File: config.mk
export PLATFORM = sky130hd
export DESIGN_NAME = output_deskew
export DESIGN_NICKNAME = d
export VERILOG_FILES = /design/src/rtl/deskew_pkg.sv /design/src/rtl/column_delay_line.sv /design/src/rtl/output_deskew.sv
export SDC_FILE = /design/constraint.sdc
export NUM_CORES = 1
export LEC_CHECK = 0
export ABC_CLOCK_PERIOD_IN_PS = 2900
export CAP_MARGIN = 20
export CORE_AREA = 2 2 107 109
export DETAILED_ROUTE_END_ITERATION = 10
export DIE_AREA = 0 0 109 111
export PLACE_DENSITY = 0.81
export SYNTH_ARGS = -nofsm -noshare
export SYNTH_HDL_FRONTEND = slang
export SYNTH_SLANG_ARGS = --single-unit
File: constraint.sdc
create_clock -name clk -period 2.9 [get_ports clk]
set_input_delay 0.87 -clock clk [delete_from_list [all_inputs] [get_ports clk]]
set_output_delay 0.87 -clock clk [all_outputs]
set_load 0.02 [all_outputs]
File: src/rtl/deskew_pkg.sv
// Shared types and default sizing for the systolic output deskew block.
package deskew_pkg;

   localparam int DEF_ARRAY_SIZE      = 2;
   localparam int DEF_ACC_WIDTH       = 32;
   localparam int DEF_VALID_LATENCY   = 3;
   localparam int DEF_ROW_COUNT_WIDTH = 8;

   typedef enum logic [1:0] {
      IDLE    = 2'd0,
      COLLECT = 2'd1,
      DONE    = 2'd2
   } deskew_state_e;

endpackage

File: src/rtl/column_delay_line.sv
// Enable-gated shift register of DEPTH stages carrying one result column.
module column_delay_line #(
   parameter int DEPTH = 1,
   parameter int WIDTH = 32
) (
   input  logic             clk,
   input  logic             rst,
   input  logic             i_enable,
   input  logic [WIDTH-1:0] i_data,
   output logic [WIDTH-1:0] o_data
);

   logic [WIDTH-1:0] r_stage [DEPTH];

   always_ff @(posedge clk) begin
      if (rst) begin
         for (int i = 0; i < DEPTH; i++) r_stage[i] <= '0;
      end else if (i_enable) begin
         r_stage[0] <= i_data;
         for (int i = 1; i < DEPTH; i++) r_stage[i] <= r_stage[i-1];
      end
   end

   assign o_data = r_stage[DEPTH-1];

endmodule

File: src/rtl/output_deskew.sv
// Realigns skewed array columns into whole rows and frames them against a job length.
// Optional OUTPUT_DESKEW_ZERO_INVALID_EN blanks data_out whenever out_valid is low.
module output_deskew
   import deskew_pkg::*;
#(
   parameter int ARRAY_SIZE      = DEF_ARRAY_SIZE,
   parameter int ACC_WIDTH       = DEF_ACC_WIDTH,
   parameter int VALID_LATENCY   = DEF_VALID_LATENCY,
   parameter int ROW_COUNT_WIDTH = DEF_ROW_COUNT_WIDTH
) (
   input  logic                        clk,
   input  logic                        rst,
   input  logic                        enable,
   input  logic                        start,
   input  logic [ROW_COUNT_WIDTH-1:0]  num_rows,
   input  logic                        a_valid,
   input  logic signed [ACC_WIDTH-1:0] data_in  [ARRAY_SIZE],
   output logic signed [ACC_WIDTH-1:0] data_out [ARRAY_SIZE],
   output logic                        out_valid,
   output logic [ROW_COUNT_WIDTH-1:0]  row_idx,
   output logic                        busy,
   output logic                        done
);

   localparam int VLD_DEPTH = VALID_LATENCY + ARRAY_SIZE;

   logic [VLD_DEPTH-1:0]        r_vld_pipe;
   logic                        w_vld_exit;
   deskew_state_e               r_state, w_state_next;
   logic [ROW_COUNT_WIDTH-1:0]  r_num_rows, w_num_rows_next;
   logic [ROW_COUNT_WIDTH-1:0]  r_row_cnt, w_row_cnt_next, w_cnt_inc;
   logic                        w_out_valid;
   logic [ACC_WIDTH-1:0]        w_col_out [ARRAY_SIZE];

   // The valid token runs in every state so rows launched before start still age out.
   always_ff @(posedge clk) begin
      if (rst)         r_vld_pipe <= '0;
      else if (enable) r_vld_pipe <= (r_vld_pipe << 1) | VLD_DEPTH'(a_valid);
   end

   assign w_vld_exit = r_vld_pipe[VLD_DEPTH-1];

   generate
      for (genvar gi = 0; gi < ARRAY_SIZE; gi++) begin : g_col
         column_delay_line #(
            .DEPTH (ARRAY_SIZE - gi),
            .WIDTH (ACC_WIDTH)
         ) u_col (
            .clk      (clk),
            .rst      (rst),
            .i_enable (enable),
            .i_data   (data_in[gi]),
            .o_data   (w_col_out[gi])
         );
`ifdef OUTPUT_DESKEW_ZERO_INVALID_EN
         assign data_out[gi] = w_out_valid ? w_col_out[gi] : '0;
`else
         assign data_out[gi] = w_col_out[gi];
`endif
      end
   endgenerate

   assign w_cnt_inc = r_row_cnt + ROW_COUNT_WIDTH'(1);

   always_comb begin
      w_state_next    = r_state;
      w_num_rows_next = r_num_rows;
      w_row_cnt_next  = r_row_cnt;
      w_out_valid     = 1'b0;
      case (r_state)
         IDLE: begin
            if (start) begin
               w_num_rows_next = num_rows;
               w_row_cnt_next  = '0;
               w_state_next    = (num_rows == '0) ? DONE : COLLECT;
            end
         end
         COLLECT: begin
            if (w_vld_exit) begin
               w_out_valid    = 1'b1;
               w_row_cnt_next = w_cnt_inc;
               if (w_cnt_inc == r_num_rows) w_state_next = DONE;
            end
         end
         DONE:    w_state_next = IDLE;
         default: w_state_next = IDLE;
      endcase
   end

   // A stalled out_valid stays high but only counts once, on its enable-high cycle.
   always_ff @(posedge clk) begin
      if (rst) begin
         r_state    <= IDLE;
         r_num_rows <= '0;
         r_row_cnt  <= '0;
      end else if (enable) begin
         r_state    <= w_state_next;
         r_num_rows <= w_num_rows_next;
         r_row_cnt  <= w_row_cnt_next;
      end
   end

   assign out_valid = w_out_valid;
   assign row_idx   = r_row_cnt;
   assign busy      = (r_state == COLLECT);
   assign done      = (r_state == DONE);

endmodule

# ---- Yosys cells after proc, flatten, opt, wreduce, memory -nomap -nowiden
# Memory sizes are Yosys's and may differ from the RTL's.
# Index checks and enable logic that the tools add are counted.
dict set report word_totals {
  reg_bits 23
  output_inout_bits 75
  inputBits 77
  ram_bits 96
  n_memories 2
  word_cells 42
  latchBits 0
  romBits 0
}
dict set report classes {
  bitwise_logic 3
  n_mul 0
  muxes 19
  addsub 1
  order_cmp 0
  shift 0
  n_div 0
  n_eq_ne 6
  reduce_logical 7
}
# name depth width rd rd_clocked_by_memory_dff write_ports line_no
set mem_list {}
lappend mem_list {{g_col[0].u_col.r_stage} 2 32 2 0 2 column_delay_line.sv:13} ;# logic [WIDTH-1:0] r_stage [DEPTH];
lappend mem_list {{g_col[1].u_col.r_stage} 1 32 1 0 1 column_delay_line.sv:13}
# op count
set op_table {}
lappend op_table {{$mux W32} 3}
lappend op_table {{$reduce_or A32 Y1} 1}
lappend op_table {{$mux W8} 2}
lappend op_table {{$pmux W8 S2} 1}
lappend op_table {{$add A8 B1 Y8 const B} 1}
lappend op_table {{$eq A8 B8 Y1} 1}
lappend op_table {{$logic_not A8 Y1} 1}
lappend op_table {{$mux W1} 8}
lappend op_table {{$mux W2} 4}
lappend op_table {{$reduce_and A4 Y1} 2}
lappend op_table {{$or A5 B1 Y5} 1}
lappend op_table {{$ne A2 B1 Y1 const B} 2}
lappend op_table {{$pmux W2 S2} 1}
lappend op_table {{$reduce_and A3 Y1} 1}
lappend op_table {{$eq A2 B1 Y1 const B} 1}
lappend op_table {{$eq A2 B2 Y1 const B} 1}
lappend op_table {{$logic_not A2 Y1} 1}
lappend op_table {{$ne A2 B2 Y1 const B} 1}
lappend op_table {{$or A1 B1 Y1} 2}
lappend op_table {{$reduce_bool A2 Y1} 1}

# ---- Logic depth before layout (Yosys ltp)
# Gate-level depths: netlist of the first run.
dict set report logic_depth {
  ltp_word 5
  ltp_mapped 7
}

# ---- Cells and area by module
# From an unflattened synthesis of the first run, not the netlist that was laid out.
dict set report hier_totals {
  hier_cells 406
  area_unflattened_um2 5469.0
}
# mod cells_each seq_area_each_um2 n_inst area_each_um2
set modules_own_cells {}
lappend modules_own_cells {{column_delay_line (g_col[0].u_col)} 175 1921.8 1 2841.5}
lappend modules_own_cells {output_deskew 160 460.4 1 1325.0}
lappend modules_own_cells {{column_delay_line (g_col[1].u_col)} 71 960.9 1 1302.5}

# ---- Least setup slack after synthesis of the first run
# Ideal clock, no wire load.
dict set report synth_path {
  kind {input to register}
  startpoint {input enable}
  endpoint {memory g_col[0].u_col.r_stage[0][0], enable pin}
  setup_ns 0.414
  path_buffers 1
  path_stages 2
  arrival_ns 2.223
  path_slack_ns 0.263
  cell_sequence {buf_6 -> or2_2}
}
# item line_no
set synth_rtl {}
lappend synth_rtl {{start: declaration} output_deskew.sv:13} ;# input logic enable,
lappend synth_rtl {{end: declaration} column_delay_line.sv:13}

# ---- Worst setup path in the final report of the first run
dict set report layout_path {
  startpoint {register r_state[0]}
  endpoint {output out_valid}
}
dict set report layout_between {
  elab_chain_cells 2
}
# item line_no
set layout_lines {}
lappend layout_lines {{start: declaration} output_deskew.sv:29} ;# deskew_state_e r_state, w_state_next;
lappend layout_lines {{start signal: assignment} output_deskew.sv:97} ;# r_state <= w_state_next;
lappend layout_lines {{$eq A2 B1 Y1} output_deskew.sv:70} ;# case (r_state)
lappend layout_lines {{$mux W1} output_deskew.sv:70}
lappend layout_lines {{end: declaration} output_deskew.sv:19} ;# output logic out_valid,
# Every way passes these cells.

==> results of run 1 <==
[final timing paths]
kind	start	to	slack, ns	cells past startpoint
max	r_state[0]	out_valid	0.18	3
min reg2reg	r_num_rows[7]	r_num_rows[7]	0.48	2
max reg2reg	row_idx[0]	r_state[0]	0.85	6
min	r_num_rows[7]	r_num_rows[7]	0.48	2
[worst max-delay path, stage by stage, from the launching register on]
cell	delay (ns)
dfxtp_1	0.43
nor2b_2	0.27
and2_1	0.15
clkdlybuf4s50_1	0.60
[power breakdown]
group	leakage [uW]	switching [uW]	internal, uW
logic	0.00115	217	256
registers	0.00123	34.4	1970
clock network	0.000262	705	1200
[metrics by stage]
step | cells | utilization | power, uW | hold WS [ns] | setup slack (ns)
floorplan | 394 | - | 2274 | 0.4420 | 0.2629
global placement | 643 | 0.5840 | 2495 | 0.4576 | 0.4204
detailed placement | 643 | 0.5840 | 2512 | 0.4661 | 0.3790
CTS | 675 | 0.6339 | 4419 | 0.4743 | 0.09885
global route | 675 | 0.6341 | 4542 | 0.4968 | 0.03871
finish | 675 | 0.6341 | 4376 | 0.4758 | 0.1830
[area by class of cell]
class / count / area share
Clock buffer: 20 / 0.06359
Clock inverter: 12 / 0.01514
Inverter: 4 / 0.002138
Multi-Input combinational cell: 219 / 0.1915
Sequential cell: 119 / 0.4760
Tap cell: 143 / 0.02547
Timing Repair Buffer: 158 / 0.2262
[registers in the layout, indices dropped and copies added, names as in the netlist]
signal and count:
g_col.u_col.r_stage 96, r_num_rows 8, r_state 2, r_vld_pipe 5, row_idx 8
[layer usage]
layer / vias up / routed length (microns) / track usage
met5: - / 0 / 0
met4: 0 / 122 / 0.06410
li1: 1586 / - / -
met3: 10 / 733 / 0.05703
met1: 1528 / 3967 / 0.2047
met2: 116 / 5117 / 0.2944
[cells in the mapped netlist (2+ instances only)]
cell      number
a21oi_1       21
a31oi_1        3
dfxtp_1       23
edfxtp_1      96
clkbuf_1      12
or2_2          2
and2_1        97
buf_4         35
buf_6          4
inv_1          4
nor4_1         3
nor2_2         2
xor2_1         3
nand2b_1       2
and2b_2        2
a22oi_1        2
nor2b_1        4
nor2_1        14
or3_1          2
o21ai_1        4
xnor2_1        5
o21ai_0        6
nand4_1        5
a211o_1        2
nand2_1       18
a22o_1         2
nand3_1        3
mux2i_1        5
[cell families after synthesis]
| logic type | Yosys count | synth area share |
|---|---|---|
| compound gates | 43 | 0.04921 |
| mux | 5 | 0.009892 |
| simple gates | 162 | 0.1894 |
| fa+ha+maj | 1 | 0.002472 |
| xor+xnor | 8 | 0.01385 |
| buf+inv | 56 | 0.07443 |
| flops | 119 | 0.6607 |
[layout by cell type, fill, tap and decap left out, types with 4 or more instances in the layout]
master           instances
xnor2_1                  5
clkdlybuf4s50_1        151
dfxtp_1                 23
o21ai_0                  6
and2_1                  97
clkinv_2                 4
o21ai_1                  4
buf_4                    5
nand4_1                  5
nor2_1                  14
clkinvlp_4               4
nand2_1                 18
inv_1                    4
mux2i_1                  5
edfxtp_1                96
a21oi_1                 21
clkbuf_16               17
==> metrics.yaml, run 1 <==
status: "complete, no violations"
hold_violations: 0
wl_mm: 9.940
synth_top_area_share: 0.5697
slew_violations: 0
numCtsBuffers: 17
worst-setup-path-type: "reg -> out"
drt_first_pass_iters: 4
multiInputGateArea_sq_um: 1345
dieArea_sq_um: 12100
ys_ff_latch: 119
pin_count: 152
rsz0062_at_grt: "false"
p_per_area_nw_per_um2: 623.0
vdd_drop_max_mv: 0.2928
maxCapViolCount: 0
ctsRootBufferMaster: "clkbuf_16"
path_clk_slew_ns: 0.05
fp.dieH_microns: 111
yosysSeqAreaShare: 0.6607
htreeDepth: 4
cts_setup_buffers: 0
drt_first_iter_violations: 167
post_cts_resized: 0
required_ns: 2.03
clk_path_buf_depth: 2
clk_latency_ns: 0.39
relSlewSlack: 0.6687
wl_per_cell_microns: 14.73
syn-num-nets: 472
fin_setup_tns_ns: 0
antenna_cells: 0
final_nets: 597
grt_pass1_vias: 3262
endpoint_kind: "output pin"
fin_crit_sh: 0.9369
synth_edf_count: 96
synth_area_leaders: "edfxtp_1, and2_1, dfxtp_1"
p_leak_uw: 0.002645
grt_pass1_wl_mm: 16.03
dpl.hpwl_mm: 7.059
synthArstFlopShare: 0
yosysWarnings: 0
tritoncts: "built"
num-fill-cells: 841
port_buffers: 151
arrival_ns: 1.85
start_kind: "flop"
core_area_sq_um: 11080
drc_errors: 0
setup_viol: 0
start_util: 0.4568
syn_inst: 394
place_congestion: 0.8478
grt.total_usage: 0.1743
hold_buffers: 0
hp-class: "reg -> reg"
via_per_inst: 4.800
design_area_sq_um: 7024
synth_area_leader_cell: "edfxtp_1"
max_freq_mhz: 368.1
placed_area_sq_um: 6469
postSynthAreaPerCell_sq_um: 12.84
postRouteAntennaNets: 0
num_rows: 39
cp_max_fo: 7
grt_max_degree: 97
vias: 3240
worstMarginPinSlew_ns: 0.4963
grt_overflow: 0
syn2layout_area_growth_pct: 38.82
yosysUniqueCellTypes: 41
skew_ns: 0.007405
antenna_found_initial: 0
layout_min_cycle_time_ns: 2.717
synth_area_sq_um: 5060
die-width_microns: 109
final_layout_size_suffix_gt1_frac: 0.09211
synth_ff_type: "edfxtp_1"
cts_num_sinks: 119
register_area_sq_um: 3343
No activity file was read; power rests on OpenSTA's default activity.
==> inputs of run 2 (changes only) <==
--- a/config.mk
+++ b/config.mk
@@ -7,9 +7,12 @@
 export LEC_CHECK = 0
 export ABC_CLOCK_PERIOD_IN_PS = 2900
 export CAP_MARGIN = 20
-export CORE_AREA = 2 2 107 109
+export CELL_PAD_IN_SITES_DETAIL_PLACEMENT = 1
+export CELL_PAD_IN_SITES_GLOBAL_PLACEMENT = 1
+export CORE_AREA = 2 2 120 122
 export DETAILED_ROUTE_END_ITERATION = 10
-export DIE_AREA = 0 0 109 111
+export DIE_AREA = 0 0 122 124
+export GPL_TIMING_DRIVEN = 0
 export PLACE_DENSITY = 0.81
 export SYNTH_ARGS = -nofsm -noshare
 export SYNTH_HDL_FRONTEND = slang
==> metrics.yaml, run 2 (synthesis gave the netlist of run 1 again) <==
dp.cells: 725  # was 643
hold_path.startpoint: "r_num_rows[0]"  # was r_num_rows[7]
via_per_inst: 4.643  # was 4.800
htreeDepth: 4  # unchanged
skew_ns: 0.004653  # was 0.007405 ns
fin_crit_sh: 0.9424  # was 0.9369
multiInputGateArea_sq_um: 1345  # unchanged
cp_max_fo: 7  # unchanged
final_cells: 757  # was 675
cts_num_sinks: 119  # unchanged
netSwitchingFraction: 0.2154  # was 0.2184
arrival_ns: 1.86  # was 1.85 ns
hold_buffers: 0  # unchanged
p_seq_frac: 0.427  # was 0.458
place_ws_ns: -0.03700  # was 0.3790 ns
top_register: "g_col.u_col.r_stage"  # unchanged
final_nets: 642  # was 597
largest_register_ffs: 96  # unchanged
max_freq_mhz: 365.9  # was 368.1 MHz
clk_path_buf_depth: 2  # unchanged
critPathLaunch: "r_state[0]"  # unchanged
drc_errors: 0  # unchanged
vdd_drop_max_mv: 0.3631  # was 0.2928 mV
grt.total_usage: 0.1775  # was 0.1743
endpoint_kind: "output pin"  # unchanged
relSlewSlack: 0.5819  # was 0.6687
p_total_uw: 4701  # was 4376 uW
worst-setup-path-type: "reg -> out"  # unchanged
wl_per_cell_microns: 17.01  # was 14.73 microns
p_leak_uw: 0.002867  # was 0.002645 uW
hp-class: "reg -> reg"  # unchanged
num-fill-cells: 1412  # was 841
place_congestion: 0.8214  # was 0.8478
layout_min_cycle_time_ns: 2.733  # was 2.717 ns
rrSetupSlack_ns: 0.64  # was 0.85 ns
syn2layout_area_growth_pct: 46.86  # was 38.82%
numCtsBuffers: 17  # unchanged
worstMarginPinSlew_ns: 0.6213  # was 0.4963 ns
internal-power_uw: 3688  # was 3421 uW
layout_commonest_cell: "clkdlybuf4s50_1"  # unchanged
slew_violations: 0  # unchanged
postRouteAntennaNets: 0  # unchanged
clk_latency_ns: 0.40  # was 0.39 ns
power.net_switching_uw: 1013  # was 955.9 uW
fp.dieH_microns: 124  # was 111 microns
drt_first_iter_violations: 269  # was 167
status: "complete, no violations"  # unchanged
final_layout_size_suffix_gt1_frac: 0.1404  # was 0.09211
antenna_cells: 0  # unchanged
hold_violations: 0  # unchanged
final_cell_mix: "clkdlybuf4s50_1, and2_1, edfxtp_1, buf_4, dfxtp_1"  # was clkdlybuf4s50_1, and2_1, edfxtp_1, dfxtp_1, a21oi_1
dieArea_sq_um: 15130  # was 12100 sq um
start_util: 0.3688  # was 0.4568
ctsRootBufferMaster: "clkbuf_16"  # unchanged
port_buffers: 150  # was 151
pin_count: 152  # unchanged
wl_mm: 12.88  # was 9.940 mm
maxCapViolCount: 0  # unchanged
grt_pass1_vias: 3732  # was 3262
pwr-share-clk: 0.461  # was 0.435
dpl.hpwl_mm: 9.429  # was 7.059 mm
p_per_area_nw_per_um2: 632.6  # was 623.0 nW/um^2
setup_viol: 0  # unchanged
tritoncts: "built"  # unchanged
grt_pass1_wl_mm: 19.87  # was 16.03 mm
regToRegStartpoint: "row_idx[0]"  # unchanged
die-width_microns: 122  # was 109 microns
rsz0062_at_grt: "false"  # unchanged
register_area_sq_um: 3343  # unchanged
antenna_found_initial: 0  # unchanged
required_ns: 2.03  # about the same
vias: 3515  # was 3240
drt_first_pass_iters: 4  # unchanged
start_kind: "flop"  # unchanged
combPwrFrac: 0.112  # was 0.108
grt_overflow: 0  # unchanged
path_clk_slew_ns: 0.05  # about the same
core_area_sq_um: 13720  # was 11080 sq um
grt_max_degree: 74  # was 97
num_rows: 43  # was 39
worst_slack_ns: 0.1670  # was 0.1830 ns
run 2: changes by cell type in the layout (fill, tap and decap cells not counted), moves of 2 or more:
cell,delta
clkbuf_1,+12
buf_4,+30
bufinv_16,+3
buf_12,-2
buf_6,+4
run 2: area by class of cell:
cell class	instances	share of cell area
sequential	119	0.4499
timing repair buffer	151	0.2058
multi-input combinational	219	0.1810
clock buffer	19	0.05826
buffer	52	0.04866
tap	180	0.03031
clock inverter	13	0.02408
inverter	4	0.002021
run 2: final timing paths:
| path | endpoint | cells after the start |
|---|---|---|
| max | out_valid | 3 |
| min | r_num_rows[0] | 2 |
| max reg2reg | r_state[0] | 6 |
| min reg2reg | r_num_rows[0] | 2 |
run 2: layer usage:
| metal | GRT usage | share of wire | vias to the layer above |
|---|---|---|---|
| met5 | 0 | 0 | - |
| met4 | 0.06034 | 0.017 | 0 |
| met3 | 0.05632 | 0.059 | 17 |
| met2 | 0.3156 | 0.53 | 111 |
| met1 | 0.2019 | 0.39 | 1706 |
| li1 | - | - | 1681 |
run 2: what timing repair did:
action | CTS | global route
buffers inserted | 0 | 0
setup endpoints to repair | 0 | 1
resized for setup | 0 | 1
run 2: critical path: stages, from the launching register on:
cell and delay, ns:
dfxtp_1 0.42, nor2b_2 0.27, and2_1 0.17, clkdlybuf4s50_1 0.60
run 2: power by group through the flow:
stage	clock network, uW	registers, uW	logic, uW
after floorplan	0	2080	194
after global placement	0	2030	509
after detailed placement	0	2040	529
after CTS	2210	2010	533
after global routing	2280	2020	563
final	2170	2010	526
run 2: stage by stage:
| step | setup TNS (ns) | hold WS [ns] | util | cell area (sq um) |
|---|---|---|---|---|
| finish | 0 | 0.4750 | 0.5416 | 7431 |
| floorplan | 0 | 0.4420 | - | 5060 |
| global placement | -59.34 | 0.4587 | 0.4947 | 6787 |
| detailed placement | -0.2420 | 0.4679 | 0.4969 | 6817 |
| global route | 0 | 0.4947 | 0.5416 | 7431 |
| CTS | 0 | 0.4751 | 0.5415 | 7428 |
==> edit 1 (flow settings as in run 2) <==
Change the package constant `DEF_VALID_LATENCY` from 3 to 2.
--- a/src/rtl/deskew_pkg.sv
+++ b/src/rtl/deskew_pkg.sv
@@ -3,7 +3,7 @@
 
    localparam int DEF_ARRAY_SIZE      = 2;
    localparam int DEF_ACC_WIDTH       = 32;
-   localparam int DEF_VALID_LATENCY   = 3;
+   localparam int DEF_VALID_LATENCY   = 2;
    localparam int DEF_ROW_COUNT_WIDTH = 8;
 
    typedef enum logic [1:0] {
Formal check against the unedited RTL: not equivalent (a bounded check fails within 10 cycles, from zero or initial values and one cycle with rst high).
==> edit 1 against run 2 <==
  * Count of clock-buffer cells in the layout unchanged
  * Area after synthesis fell by 1.1%
  * Setup slack got worse by 0.010 ns
  * Register-to-register slack better by 0.29 ns
  * Non-clock buffer count is 2 lower
  * Hold slack gained 0.036 ns
  * Sequential cell count is 1 lower
  * Final area is 0.93% lower
  * Routed wire length shrank 2.5%
  * Total power rose by 0.84%
  * Critical endpoint unchanged
  * Highest routed layer unchanged
==> edit 1: results (changes against run 2) <==
The share of the yosys chip area belonging to registers came to 66.4% (+0.34 points). The number of port buffers came to 149 (-0.67%). The final-layout clock-cell area share came to 8.31% (+0.077 points). The peak fanout along the critical path was 5 (-2). Ranked by instance count, the synthesized netlist is headed by and2_1, edfxtp_1, buf_4. The async set-reset flop share out of synthesis is 0% (unchanged).

The cell count after synthesis came out at 383 (-2.8%). The clock-pin slew on the worst setup and hold paths was 0.05 ns (about the same). The setup-violating endpoint count in the final report is 0 (unchanged).

The startpoint of the tightest hold check path is r_vld_pipe[1]. The run finished with clean final reports. The amount of wire on met3 after detailed routing is 572 um (-25%). The length of routed met2 wiring was 6920 um (+0.73%). Yosys attributes the largest share of cell area to edfxtp_1, and2_1, dfxtp_1, buf_4, mux2i_1. The clock buffer count from CTS is 17 (unchanged).

The pin slew with the least headroom to its limit came out at 0.584 ns (-0.0374 ns). The area share of buffers outside the clock network is 25.4% (about the same). The register bit count reported by yosys is 118 (-0.84%).

The final-layout fill cell count came out at 1396 (-1.1%). The number of cells on the worst reg-to-reg path came to 7 (+1). The global-route wire length before repair is 18600 um (-6.4%).

The final non-filler cell total came to 745 (-1.6%). The ratio of cells with drive above 1 in the final layout came out at 13.1% (-0.94 points). The wire length on met1 is 4740 um (-6.0%). The final setup skew is 0.00575 ns (+0.00110 ns). The pin count of the biggest net entering global routing is 59 (-20%). The sequential group power came out at 0.00199 W. The predominant post-synthesis flop cell is edfxtp_1. The count of non-CTS inverters in the layout was 6 (+2). The count of hold buffers inserted by post-cts repair was 0 (unchanged). The per-cell routed wire length is 16.9 um (-0.91%). The distinct cell type count of the synthesized netlist is 44 (+7.3%). The via density per instance came out at 4.54 (-2.1%).

The met1 global-route usage came out at 18.2% (-2.0 points). The number of global-route vias before repair came out at 3502 (-6.2%). The later-pin clock latency in the skew report is 0.42 ns (+0.02 ns). The worst min-delay path endpoint is r_vld_pipe[1]. The source of the critical timing path is r_state[1].

The maximum root-to-sink buffer count is 2 (unchanged). The number of antenna violations at the first check in global routing came out at 0 (unchanged). The placed instance count was 713 (-1.7%). The worst setup slack for register-to-register paths came out at 0.93 ns (+0.29 ns). The post-synth net total came to 461 (-2.3%). The global routing met2 resource utilization came out at 30.8% (-0.73 points).

The DRC marker count from the first detailed-route iteration came out at 182 (-32%). The placed wire-length estimate came out at 9100 um (-3.5%). The power attributed to the clock group came out at 0.00221 W (+2%). The total global-route track usage is 17.1% (-0.67 points). The worst ir drop on vdd is 0.296 mV (-19%). The static leakage is 2.86 nW (-0.39%). The number of non-clock buffers in the layout is 201 (-0.99%). The multi-input combinational cell area came out at 1310 um2 (-2.8%). The placed standard-cell area came out at 6750 um2 (-0.97%). In this run the clock root is driven by a clkbuf_16.

The final weighted congestion in routability-driven placement is 0.749 (-8.9%). The multi-input combinational gate total came out at 208 (-5.0%). The total area of sequential cells is 3320 um2 (-0.60%). The met3 demand-to-capacity share in global routing came out at 4.95% (-0.69 points).

The number of nets in the layout is 630 (-1.9%). The switching share of power is 22.3% (+0.80 points).
## edit 1: cell count changes after synthesis, sizes merged, moves of 4 or more
cell	change
nand4	-4
mux2i	+7
a21oi	-9
nand2	-8
nor2	+10
## edit 1: cells by family after synthesis
logic type / share of synthesized area (%)
muxes: 2.63
buffers and inverters: 7.50
adders and majority gates: 0.250
DFF: 66.4
and+or+nand+nor: 17.6
AOI/OAI and AO/OA: 4.00
xor gates and xnor gates: 1.58
## edit 1: stage by stage
stage / util [%] / power, W / hold WS (ns) / setup WS (ns) / setup TNS, ns
after detailed placement: 49.2 / 0.00256 / 0.501 / 0.269 / 0
after floorplan: - / 0.00227 / 0.460 / 0.253 / 0
final: 53.7 / 0.00474 / 0.511 / 0.157 / 0
after global placement: 49.0 / 0.00254 / 0.474 / -0.191 / -17.47
after global routing: 53.7 / 0.00489 / 0.531 / 0.0225 / 0
after CTS: 53.7 / 0.00480 / 0.516 / 0.109 / 0
==> edit 2 (flow settings as in run 2) <==
Made on the original files. Register the output `row_idx` once more, with the module's reset; this adds one clock of latency there. The other outputs are not delayed to match.
--- a/src/rtl/output_deskew.sv
+++ b/src/rtl/output_deskew.sv
@@ -101,7 +101,13 @@
    end
 
    assign out_valid = w_out_valid;
-   assign row_idx   = r_row_cnt;
+   always_ff @(posedge clk) begin
+      if (rst) begin
+         row_idx <= '0;
+      end else begin
+         row_idx <= r_row_cnt;
+      end
+   end
    assign busy      = (r_state == COLLECT);
    assign done      = (r_state == DONE);
 
Function: changed (a bounded check fails within 10 cycles, from zero or initial values and one cycle with rst high).
==> edit 2 against run 2 <==
  * Clock power shrank 18%
  * Synthesized cell count grew 1.5%
  * Via count increased by 0.14%
  * Total power decreased by 4.5%
  * Setup slack got worse by 0.078 ns
  * Final area rose by 0.59%
  * Sequential cell count rose by 8
  * Utilization rose by 0.32 points
  * Sequential share of layout area grew 1.9 points
  * Routed wire length is 1.7% lower
  * Area after synthesis rose by 2.8%
  * Global-route usage is 0.10 points lower
  * Critical endpoint unchanged
  * Highest routed layer unchanged
==> edit 2: results (changes against run 2) <==
The final non-filler cell total came to 762 (+0.66%). The total via count after detailed routing came out at 3520 (+0.14%). The final setup skew is 0.00725 ns (+0.00260 ns). The total global-route track usage was 17.6% (-0.10 points). The post-CTS repair timing setup buffer count was 0 (unchanged). The ratio of cells with drive above 1 in the final layout came to 12.7% (-1.3 points). The post-place setup slack came out at -0.0280 ns (+0.00901 ns). The number of nets in the layout came out at 649 (+1.1%). The beginning of the worst register-to-register path is r_row_cnt[1].

The worst setup slack for register-to-register paths was 0.89 ns (+0.25 ns). The stage delay of the slowest cell on the critical path is 0.62 ns (+0.02 ns). The peak fanout along the critical path is 8 (+1). The global-route wire length before repair is 19600 um (-1.3%). The placed instance count is 732 (+0.97%). The worst min-delay path endpoint is r_num_rows[0]. The worst ir drop on vdd is 0.403 mV (+11%). The run finished with clean final reports. The number of global-route vias before repair is 3697 (-0.94%). The sum of negative setup slack is 0 ns (unchanged). The DRC marker count from the first detailed-route iteration came to 211 (-22%). The clock buffer count from CTS came to 17 (unchanged). The distinct cell type count of the synthesized netlist was 44 (+7.3%). The class of the tightest hold or removal check is reg -> reg. The final weighted congestion in routability-driven placement is 0.785 (-4.4%).

The pin count of the biggest net entering global routing is 39 (-47%). The total detailed-routing wirelength came out at 12700 um (-1.7%). The pin slew with the least headroom to its limit is 0.690 ns (+0.0683 ns).

The average footprint of a synthesized cell is 13.0 um2 (+1.3%). The highest achievable clock rate came to 0.356 GHz (-2.8%). The endpoint arrival time on the critical path is 1.94 ns (+0.08 ns). The post-synth net total came out at 478 (+1.3%). The final-layout fill cell count came out at 1399 (-0.92%). The static leakage came out at 2.89 nW (+0.76%). By area the synthesized netlist is led by edfxtp_1, dfxtp_1, and2_1, buf_4, nand2_1.
## edit 2: changes by cell type after synthesis, sizes merged, moves of 4 or more
cell          run 2  this run
o31ai             0         4
nand2            18        25
nor2b             4        10
dfxtp            23        31
nand4             5         1
a21oi            21        12
## edit 2: worst max path at each step
stage,startpoint,endpoint,cells past startpoint
2_1_floorplan,rst,g_col[0].u_col.r_stage[0][0],3
3_3_place_gp,rst,g_col[1].u_col.r_stage[0][14],4
3_5_place_dp,rst,g_col[0].u_col.r_stage[0][18],5
4_1_cts,r_state[0],out_valid,4
5_1_grt,r_state[0],out_valid,4
6_report,r_state[0],out_valid,4
## edit 2: metal layers
layer	part of all wire [%]	GRT usage [%]	wire length, um
met5	0	0	0
met4	2.5	7.90	321
met3	7.1	6.36	898
met2	52	31.7	6550
met1	39	18.5	4890
## edit 2: report_power, final
group / switching, W / leakage [nW] / total [W] / internal, W
logic: 0.000274 / 1.35 / 0.000588 / 0.000314
clock network: 0.000712 / 0.242 / 0.00177 / 0.00105
registers: 0.0000485 / 1.29 / 0.00213 / 0.00209
total: 0.00103 / 2.89 / 0.00449 / 0.00345
## edit 2: kinds of logic (layout without fill, tap and decap cells)
group	after synthesis	in the layout	share of synthesized area, %
xor gates and xnor gates	11	11	2.00
and+or+nand+nor	167	167	18.6
muxes	5	5	0.962
AOI/OAI and AO/OA	34	34	4.14
DFF	127	127	67.4
buffers and inverters	55	237	6.74
adders and majority gates	1	1	0.241
## edit 2: final cells by class
| cell class | instances | area [um2] | area share [%] |
|---|---|---|---|
| timing repair buffer | 152 | 1540 | 20.6 |
| sequential | 127 | 3500 | 46.9 |
| inverter | 4 | 18.8 | 0.251 |
| tap | 180 | 225 | 3.01 |
| clock inverter | 11 | 52.6 | 0.703 |
| clock buffer | 19 | 433 | 5.79 |
| multi-input combinational | 218 | 1360 | 18.1 |
| buffer | 51 | 345 | 4.62 |
## edit 2: per-stage QoR
step | hold WS [ns] | utilization [%] | instance area (um2)
floorplan | 0.445 | - | 5220
global placement | 0.463 | 50.7 | 6950
detailed placement | 0.468 | 50.9 | 6990
CTS | 0.475 | 54.5 | 7470
global route | 0.499 | 54.5 | 7470
finish | 0.471 | 54.5 | 7470
## edit 2: critical path, delay by kind of cell (launching register included)
family        cells  cell delay [ns]
buf+inv           2             0.75
flops             1             0.48
simple gates      2             0.29
